**config.mk**
```make
export PLATFORM = sky130hd
export DESIGN_NAME = loop_nest_ctrl
export DESIGN_NICKNAME = d
export VERILOG_FILES = /design/src/rtl/loop_nest_ctrl_pkg.sv /design/src/rtl/nest_index_step.sv /design/src/rtl/loop_nest_ctrl.sv
export SDC_FILE = /design/constraint.sdc
export NUM_CORES = 1
export LEC_CHECK = 0
export BUFFER_PORTS_ARGS = -buffer_cell sky130_fd_sc_hd__buf_2
export CORE_MARGIN = 8
export CORE_UTILIZATION = 54
export CTS_CLUSTER_DIAMETER = 50
export CTS_CLUSTER_SIZE = 25
export DETAILED_ROUTE_END_ITERATION = 8
export GPL_TIMING_DRIVEN = 0
export HOLD_SLACK_MARGIN = 0.15
export PLACE_DENSITY = 0.78
export RECOVER_POWER = 25
export SYNTH_ARGS = -nofsm -noshare
export SYNTH_HDL_FRONTEND = slang
export SYNTH_HIERARCHICAL = 1
export SYNTH_SLANG_ARGS = --single-unit
```
**constraint.sdc**
```tcl
create_clock -name clk -period 3.8 [get_ports clk]
set_input_delay 0.19 -clock clk [delete_from_list [all_inputs] [get_ports clk]]
set_output_delay 0.19 -clock clk [all_outputs]
set_load 0.05 [all_outputs]
```
**src/rtl/loop_nest_ctrl_pkg.sv**
```systemverilog
// Shared types and helpers for the loop-nest controller and its index stepper.
package loop_nest_ctrl_pkg;

  // Widest index the shared typedef carries; per-instance W must not exceed it.
  localparam int unsigned IDX_W     = 16;
  // Widest packed per-dimension bus the slice helper accepts.
  localparam int unsigned MAX_BUS_W = 256;

  typedef logic [IDX_W-1:0] idx_t;

  typedef enum logic [1:0] {
    IDLE = 2'd0,
    RUN  = 2'd1,
    GAP  = 2'd2,
    FIN  = 2'd3
  } state_e;

  // Extract field d of width w from a packed bus laid out as [d*w +: w].
  function automatic idx_t dim_slice(input logic [MAX_BUS_W-1:0] bus,
                                     input int unsigned          d,
                                     input int unsigned          w);
    logic [MAX_BUS_W-1:0] mask;
    mask = (MAX_BUS_W'(1) << w) - MAX_BUS_W'(1);
    return idx_t'((bus >> (d * w)) & mask);
  endfunction

endpackage

```
**src/rtl/nest_index_step.sv**
```systemverilog
// Combinational wrap/carry incrementer for an NDIMS-deep rectangular nest.
// Dim 0 is innermost; a dim at trip-1 wraps to 0 and carries upward.
module nest_index_step
  import loop_nest_ctrl_pkg::*;
#(
  parameter int unsigned NDIMS = 3,
  parameter int unsigned W     = 16
) (
  input  logic [NDIMS*W-1:0] idx,
  input  logic [NDIMS*W-1:0] trip,
  output logic [NDIMS*W-1:0] next_idx,
  output logic               is_first,
  output logic               is_last
);

  logic         w_carry;
  logic [W-1:0] w_cur;
  logic [W-1:0] w_lim;

  // Ripple the +1 from dim 0 upward while flagging all-zero and all-at-limit.
  always_comb begin
    next_idx = idx;
    is_first = 1'b1;
    is_last  = 1'b1;
    w_carry  = 1'b1;
    w_cur    = '0;
    w_lim    = '0;
    for (int unsigned d = 0; d < NDIMS; d++) begin
      w_cur = W'(dim_slice(MAX_BUS_W'(idx), d, W));
      w_lim = W'(dim_slice(MAX_BUS_W'(trip), d, W)) - W'(1);
      if (w_cur != '0) begin
        is_first = 1'b0;
      end
      if (w_cur != w_lim) begin
        is_last = 1'b0;
      end
      if (w_carry) begin
        if (w_cur == w_lim) begin
          next_idx[d*W +: W] = '0;
        end else begin
          next_idx[d*W +: W] = w_cur + W'(1);
          w_carry            = 1'b0;
        end
      end
    end
  end

endmodule

```
**src/rtl/loop_nest_ctrl.sv**
```systemverilog
// Issues one iteration strobe per initiation interval across an NDIMS-deep
// loop nest with runtime trip counts and II; stall freezes the nest in place.
// A registered look-ahead (successor index and last flag of the index being
// presented) keeps the stepper off the state-decision path.
module loop_nest_ctrl
  import loop_nest_ctrl_pkg::*;
#(
  parameter int unsigned NDIMS = 3,
  parameter int unsigned W     = 16
) (
  input  logic               clk,
  input  logic               rst,
  input  logic               start,
  input  logic               stall,
  input  logic [NDIMS*W-1:0] trip_counts,
  input  logic [W-1:0]       ii,
  output logic               busy,
  output logic               valid,
  output logic [NDIMS*W-1:0] idx,
  output logic               first,
  output logic               last,
  output logic               done,
  output logic               start_dropped
);

  localparam int unsigned BUS_W = NDIMS * W;

  state_e           r_state;
  state_e           w_state_nxt;
  logic [BUS_W-1:0] r_trip;
  logic [BUS_W-1:0] w_trip_nxt;
  logic [W-1:0]     r_iil;
  logic [W-1:0]     w_iil_nxt;
  logic [W-1:0]     r_gap;
  logic [W-1:0]     w_gap_nxt;
  logic [BUS_W-1:0] r_idx;
  logic [BUS_W-1:0] w_idx_nxt;
  logic [BUS_W-1:0] r_succ;
  logic             r_at_last;
  logic             w_valid_nxt;
  logic             w_done_nxt;
  logic             w_any_zero;

  logic [BUS_W-1:0] w_look_succ;
  logic             w_look_first;
  logic             w_look_last;

  logic             r_busy;
  logic             r_valid;
  logic             r_first;
  logic             r_last;
  logic             r_done;
  logic             r_drop;

  // Evaluate the index that will be presented next cycle.
  nest_index_step #(
    .NDIMS (NDIMS),
    .W     (W)
  ) u_look (
    .idx      (w_idx_nxt),
    .trip     (w_trip_nxt),
    .next_idx (w_look_succ),
    .is_first (w_look_first),
    .is_last  (w_look_last)
  );

  // State register.
  always_ff @(posedge clk) begin
    if (rst) begin
      r_state <= IDLE;
    end else begin
      r_state <= w_state_nxt;
    end
  end

  // Next-state, config latch, gap counter and index advance.
  always_comb begin
    w_state_nxt = r_state;
    w_trip_nxt  = r_trip;
    w_iil_nxt   = r_iil;
    w_gap_nxt   = r_gap;
    w_idx_nxt   = r_idx;
    w_valid_nxt = 1'b0;
    w_done_nxt  = 1'b0;
    w_any_zero  = 1'b0;
    for (int unsigned d = 0; d < NDIMS; d++) begin
      if (W'(dim_slice(MAX_BUS_W'(trip_counts), d, W)) == '0) begin
        w_any_zero = 1'b1;
      end
    end
    unique case (r_state)
      IDLE: begin
        if (start) begin
          w_trip_nxt = trip_counts;
          w_iil_nxt  = (ii == '0) ? W'(1) : ii;
          w_idx_nxt  = '0;
          if (w_any_zero) begin
            w_state_nxt = FIN;
            w_done_nxt  = 1'b1;
          end else begin
            w_state_nxt = RUN;
            w_valid_nxt = 1'b1;
          end
        end
      end
      RUN: begin
        if (!stall) begin
          if (r_at_last) begin
            w_state_nxt = FIN;
            w_done_nxt  = 1'b1;
          end else if (r_iil == W'(1)) begin
            w_idx_nxt   = r_succ;
            w_valid_nxt = 1'b1;
          end else begin
            w_idx_nxt   = r_succ;
            w_gap_nxt   = r_iil - W'(1);
            w_state_nxt = GAP;
          end
        end
      end
      GAP: begin
        if (!stall) begin
          if (r_gap == W'(1)) begin
            w_state_nxt = RUN;
            w_valid_nxt = 1'b1;
          end else begin
            w_gap_nxt = r_gap - W'(1);
          end
        end
      end
      FIN: begin
        w_state_nxt = IDLE;
      end
      default: begin
        w_state_nxt = IDLE;
      end
    endcase
  end

  // Datapath registers and registered outputs.
  always_ff @(posedge clk) begin
    if (rst) begin
      r_trip    <= '0;
      r_iil     <= '0;
      r_gap     <= '0;
      r_idx     <= '0;
      r_succ    <= '0;
      r_at_last <= 1'b0;
      r_busy    <= 1'b0;
      r_valid   <= 1'b0;
      r_first   <= 1'b0;
      r_last    <= 1'b0;
      r_done    <= 1'b0;
      r_drop    <= 1'b0;
    end else begin
      r_trip    <= w_trip_nxt;
      r_iil     <= w_iil_nxt;
      r_gap     <= w_gap_nxt;
      r_idx     <= w_idx_nxt;
      r_succ    <= w_look_succ;
      r_at_last <= w_look_last;
      r_busy    <= (w_state_nxt != IDLE);
      r_valid   <= w_valid_nxt;
      r_first   <= w_valid_nxt & w_look_first;
      r_last    <= w_valid_nxt & w_look_last;
      r_done    <= w_done_nxt;
      r_drop    <= start & (r_state != IDLE);
    end
  end

  assign busy          = r_busy;
  assign valid         = r_valid;
  assign idx           = r_idx;
  assign first         = r_first;
  assign last          = r_last;
  assign done          = r_done;
  assign start_dropped = r_drop;

endmodule

```
# Yosys cells after proc, flatten, opt, wreduce, memory -nomap -nowiden
# Index checks and enable logic that the tools add are counted.
# word_totals
reg_bits	185
input_bits	68
out_inout_bits	54
wordCells	105
# classes
add_sub_neg	8
n_eq_ne	16
muxes	50
n_bitwise	3
n_reduce_logical	14
# ops
op	count
48-bit two-way mux	5
16-bit two-way mux	10
48-bit one-hot mux with 2 select lines	1
16-bit by 1-bit subtractor with 16-bit output, second input constant	5
16-bit zero test	4
16-bit by 1-bit adder with 16-bit output, second input constant	3
16-bit equality test	3
16-bit != test	3
16-bit nonzero test	3
16-bit by 1-bit equality test with 1-bit output, second input constant	2
16-bit one-hot mux with 2 select lines	1
1-bit two-way mux	23
2-bit two-way mux	7
2-bit != test, second input constant	5
2-bit one-hot mux with 4 select lines	1
6-bit AND reduction	1
2-bit nonzero test	3
2-bit equality test, second input constant	2
1-bit AND	3
1-bit one-hot mux with 3 select lines	1
2-bit by 1-bit equality test with 1-bit output, second input constant	1
2-bit zero test	1
1-bit one-hot mux with 2 select lines	1
2-bit AND reduction	1
2-bit OR reduction	1

# Longest topological paths before layout
# logic_depth
depth_word	8
ltp_mapped	19

# Cells and area by module
# Netlist, hierarchy kept.
# modules_own_cells
mod	n_inst	cells_each	area_each_um2
loop_nest_ctrl	1	934	7349.5
nest_index_step	1	505	3204.3

# Least setup slack after synthesis
# Ideal clock, no wire load.
# synth_path
kind	flip-flop to flip-flop
from	reg r_state[0]
to	reg r_succ[44]
setup_ps	128
arrival_time_ps	3921
path_slack_ps	-249
stages_incl_launch_ff	19
path_cell_list	dfxtp_1 > nor2_1 > nand2_1 > clkbuf_1 > buf_1 > nand2_1 > nand2_1 > inv_1 > ha_1 > or3b_1 > or4_4 > a31o_1 > a2111oi_4 > nand4_4 > or2_1 > buf_6 > a22oi_2 > o31ai_1 > nor2b_1
# synth_via
elab_chain_len	7
word_cells_on_any_way	16
# synth_lines
element	line_no	text
start: declaration	loop_nest_ctrl.sv:28	state_e r_state;
start signal: assignment	loop_nest_ctrl.sv:72	r_state <= w_state_nxt;
2-bit zero test	loop_nest_ctrl.sv:91	unique case (r_state)
48-bit two-way mux	loop_nest_ctrl.sv:91	
net w_trip_nxt[0]	loop_nest_ctrl.sv:31	logic [BUS_W-1:0] w_trip_nxt;
16-bit by 1-bit subtractor with 16-bit output	nest_index_step.sv:30	w_lim = W'(dim_slice(MAX_BUS_W'(trip), d, W)) - W'(1);
16-bit equality test	nest_index_step.sv:38	if (w_cur == w_lim) begin
1-bit two-way mux	nest_index_step.sv:38	
1-bit two-way mux	nest_index_step.sv:37	if (w_carry) begin
16-bit two-way mux	nest_index_step.sv:37	
net w_look_succ[44]	loop_nest_ctrl.sv:44	logic [BUS_W-1:0] w_look_succ;
end signal: assignment	loop_nest_ctrl.sv:160	r_succ <= w_look_succ;
end: declaration	loop_nest_ctrl.sv:38	logic [BUS_W-1:0] r_succ;
# The timed path passes the listed nets, and every way through them passes these cells.
# A chain may end at the register's enable or synchronous reset.

# Worst setup path after layout
# layout_path
from	reg r_state[1]
to	reg r_succ[17]
# layout_via
elab_chain_len	6
word_cells_on_any_way	12
# layout_lines
element	line_no
2-bit zero test	loop_nest_ctrl.sv:91
48-bit two-way mux	loop_nest_ctrl.sv:91
net w_trip_nxt[1]	loop_nest_ctrl.sv:31
16-bit by 1-bit subtractor with 16-bit output	nest_index_step.sv:30
16-bit equality test	nest_index_step.sv:38
1-bit two-way mux	nest_index_step.sv:38
16-bit two-way mux	nest_index_step.sv:37
net w_look_succ[17]	loop_nest_ctrl.sv:44
# The timed path passes the listed nets, and every way through them passes these cells.

==> run_results.csv <==
group,metric,value,unit
timing,skew,0.0116,ns
finish,seq_area,3710,um^2
timing,slew_headroom,36.0,%
logic_synthesis,seq_area_frac_synth,35.1,%
logic_synthesis,yosys_warnings,6,
timing,tightest_slew,0.947,ns
global_routing,grt_usage,29.0,%
logic_synthesis,netlist_area,10600,um^2
place,place.gp.congestion,0.956,
power_and_ir_drop,power.leakage,5.56,nW
global_routing,grt_max_degree,17,
global_routing,grt_pass1_vias,11100,
logic_synthesis,yosysTopAreaCellShare,35.1,%
finish,final_nets,1756,
worst_hold_path,holdCritPathClass,"input pin to register",
clock_tree,clk_path_buf_depth,2,
setup_path,cp-end-kind,"register",
setup_path,crit_required,4.16,ns
worst_hold_path,holdPathStages,4,
finish,multi_input_area,7080,um^2
floorplanning,dieArea,24300,um^2
setup_path,crit_path_start_kind,"register",
place,dp_slack,-0.833,ns
global_routing,grt_pass1_wl,56700,um
timing,drv_slew,0,
clock_tree,htree_levels,4,
finish,stdcell_area,14000,um^2
floorplanning,die_w,156,um
logic_synthesis,synth.area.top_cells,"dfxtp_1, nand2_1, a21oi_1",
run_status,violations,"setup timing",
logic_synthesis,yosys.area.top_type,"dfxtp_1",
drt,wl_per_cell,18.7,um
drt,drt-total-wl,36500,um
drt,ant_nets,0,
clock_tree,cts-root-buf,"clkbuf_16",
global_routing,antenna_found_initial,0,
timing,rsz0062_at_grt,"yes",
logic_synthesis,ys_ff_latch,185,
logic_synthesis,netlist_top_cells_count,"nand2_1, dfxtp_1, a21oi_1",
logic_synthesis,synth_fp_nets,1520,
floorplanning,start_util,54.6,%
logic_synthesis,syn_inst,1439,
timing,setup_tns,-5.83,ns
logic_synthesis,avgSynthCellArea,7.33,um^2
drt,drt_iter0_drc,1225,
floorplanning,row_count,51,
run_status,status,"complete, but fails checks",
setup_path,crit_arrival,4.40,ns
setup_path,worstRegToRegCells,17,
timing,max_freq,247,MHz
setup_path,worstSetupPathType,"register to register",
drt,route.detailed.drc,0,
place,post_dp_cell_area,11600,um^2
power_and_ir_drop,ir_worst_vdd,0.311,mV
floorplanning,core_area,19300,um^2
finish,antenna_cells,0,
floorplanning,ioPinCount,122,
timing,fin_worst_hold_slack,0.164,ns
setup_path,r2r_setup_slack,-0.25,ns
logic_synthesis,ys_types,76,
clock_tree,clk_pin_slew,0.07,ns
finish,area_delta_synth_final,32.6,%
place,dp_hpwl,24300,um
clock_tree,clock_latency,0.44,ns
drt,dr.pass1.iters,9,
run,drv_cap,0,
place,io_buffers,121,
timing,setup_ws,-0.246,ns
power_and_ir_drop,power_density,369,nW/um^2
drt,via_per_inst,6.08,
finish,drive_gt1_share,20.1,%
logic_synthesis,synth_most_common_cell,"nand2_1",
clock_tree,cts_tree,"built",
timing,setup_viol,50,
logic_synthesis,synth_edf_count,0,
timing,hold_viol,0,
clock_tree,clock_sinks,185,
global_routing,grt_remaining_overflow,0,
timing,period_needed,4.05,ns
logic_synthesis,synth-main-ff-cell,"dfxtp_1",
place,dp.cells,1825,
finish,fill_cells,1491,
finish,fin_cells,1953,
logic_synthesis,async_reset_ff_share,0,%
setup_path,cp_max_fo,5,
drt,via_count,11900,
clock_tree,numCtsBuffers,17,
floorplanning,die_h,156,um
timing,finalCritPeriodShare,106,%
[cells in the final DEF (no fill, tap or decap), drive strengths merged, types with 5 or more instances in the layout]
cell,count
nor3b,6
nor4,47
nand2b,14
a2111oi,5
ha,13
xnor2,49
nor2b,56
or4,14
a211o,6
a22oi,6
o21ai,58
dlygate4sd3,66
dfxtp,185
a211oi,8
or2,5
nand3b,5
nand4,20
nor2,68
nor4b,8
xor2,29
and2,8
o31ai,17
a21oi,160
clkbuf,124
nand3,87
buf,133
nor3,32
a31oi,7
inv,40
nand2,313
or3,13
and3,19
[stage by stage]
stage / power [mW] / util [%]
CTS: 5.10 / 70.4
finish: 5.17 / 72.4
detailed placement: 3.08 / 59.8
floorplan: 2.82 / -
global route: 5.37 / 72.4
global placement: 3.06 / 59.8
[area by class of cell]
| class | count | area share, % |
|---|---|---|
| plain buffers | 74 | 3.41 |
| clock buffers | 19 | 3.09 |
| clock inverters | 13 | 1.36 |
| inverters | 37 | 1.01 |
| multi-input cells | 1130 | 50.6 |
| flip-flops and latches | 185 | 26.5 |
| well taps | 265 | 2.37 |
| repair buffers | 230 | 11.6 |
[sequential cells by signal, summed over array words and instances (netlist names), 2 cells and up]
signal	flops
r_succ	48
r_gap	16
idx	48
r_state	2
r_iil	16
r_trip	48
[kinds of logic (layout without fill, tap and decap cells)]
| kind of cell | after synthesis | count (layout) | synth area share, % |
|---|---|---|---|
| mux | 7 | 7 | 0.699 |
| flops | 185 | 185 | 35.1 |
| simple gates | 728 | 728 | 34.2 |
| compound gates | 304 | 304 | 17.4 |
| buf+inv | 124 | 373 | 4.60 |
| fa+ha+maj | 13 | 13 | 1.54 |
| xor+xnor | 78 | 78 | 6.47 |
[worst paths after layout]
check	startpoint	end
hold / removal	rst	r_iil[0]
setup reg to reg	r_state[1]	r_succ[17]
setup / recovery	r_state[1]	r_succ[17]
hold reg to reg	r_succ[12]	idx[12]
[where the power goes]
group	internal, mW	total, mW	switching, mW
Clock	1.11	1.91	0.800
Combinational	0.480	1.20	0.723
Sequential	2.00	2.05	0.0488
[repair_timing]
item | in CTS | in global routing
endpoints found under the setup margin | 50 | 49
gates resized for setup | 142 | 108
setup buffers | 32 | 6
endpoints found under the hold margin | 66 | 0
hold buffers | 66 | 0
gates cloned | 4 | 1
pin swaps | 34 | 29
[metal layers]
layer  track usage, %  share of wire, %
met1             34.6                39
met3             6.37               8.6
met5                0                 0
met4             13.7               4.9
met2             48.8                47
[critical path: stages (launching register included)]
cell,delay [ns]
dfxtp_4,0.36
nor2_4,0.15
nand2_4,0.08
clkbuf_16,0.17
buf_12,0.13
nand2_4,0.06
nand2_4,0.05
inv_4,0.05
ha_4,0.12
or3b_4,0.39
or4_4,0.51
mux2_4,0.33
a2111oi_4,0.42
nand4_4,0.18
buf_4,0.19
or3b_2,0.43
o21ai_0,0.11
nor2b_1,0.21
Note: power is estimated with default switching activity, not from simulation.
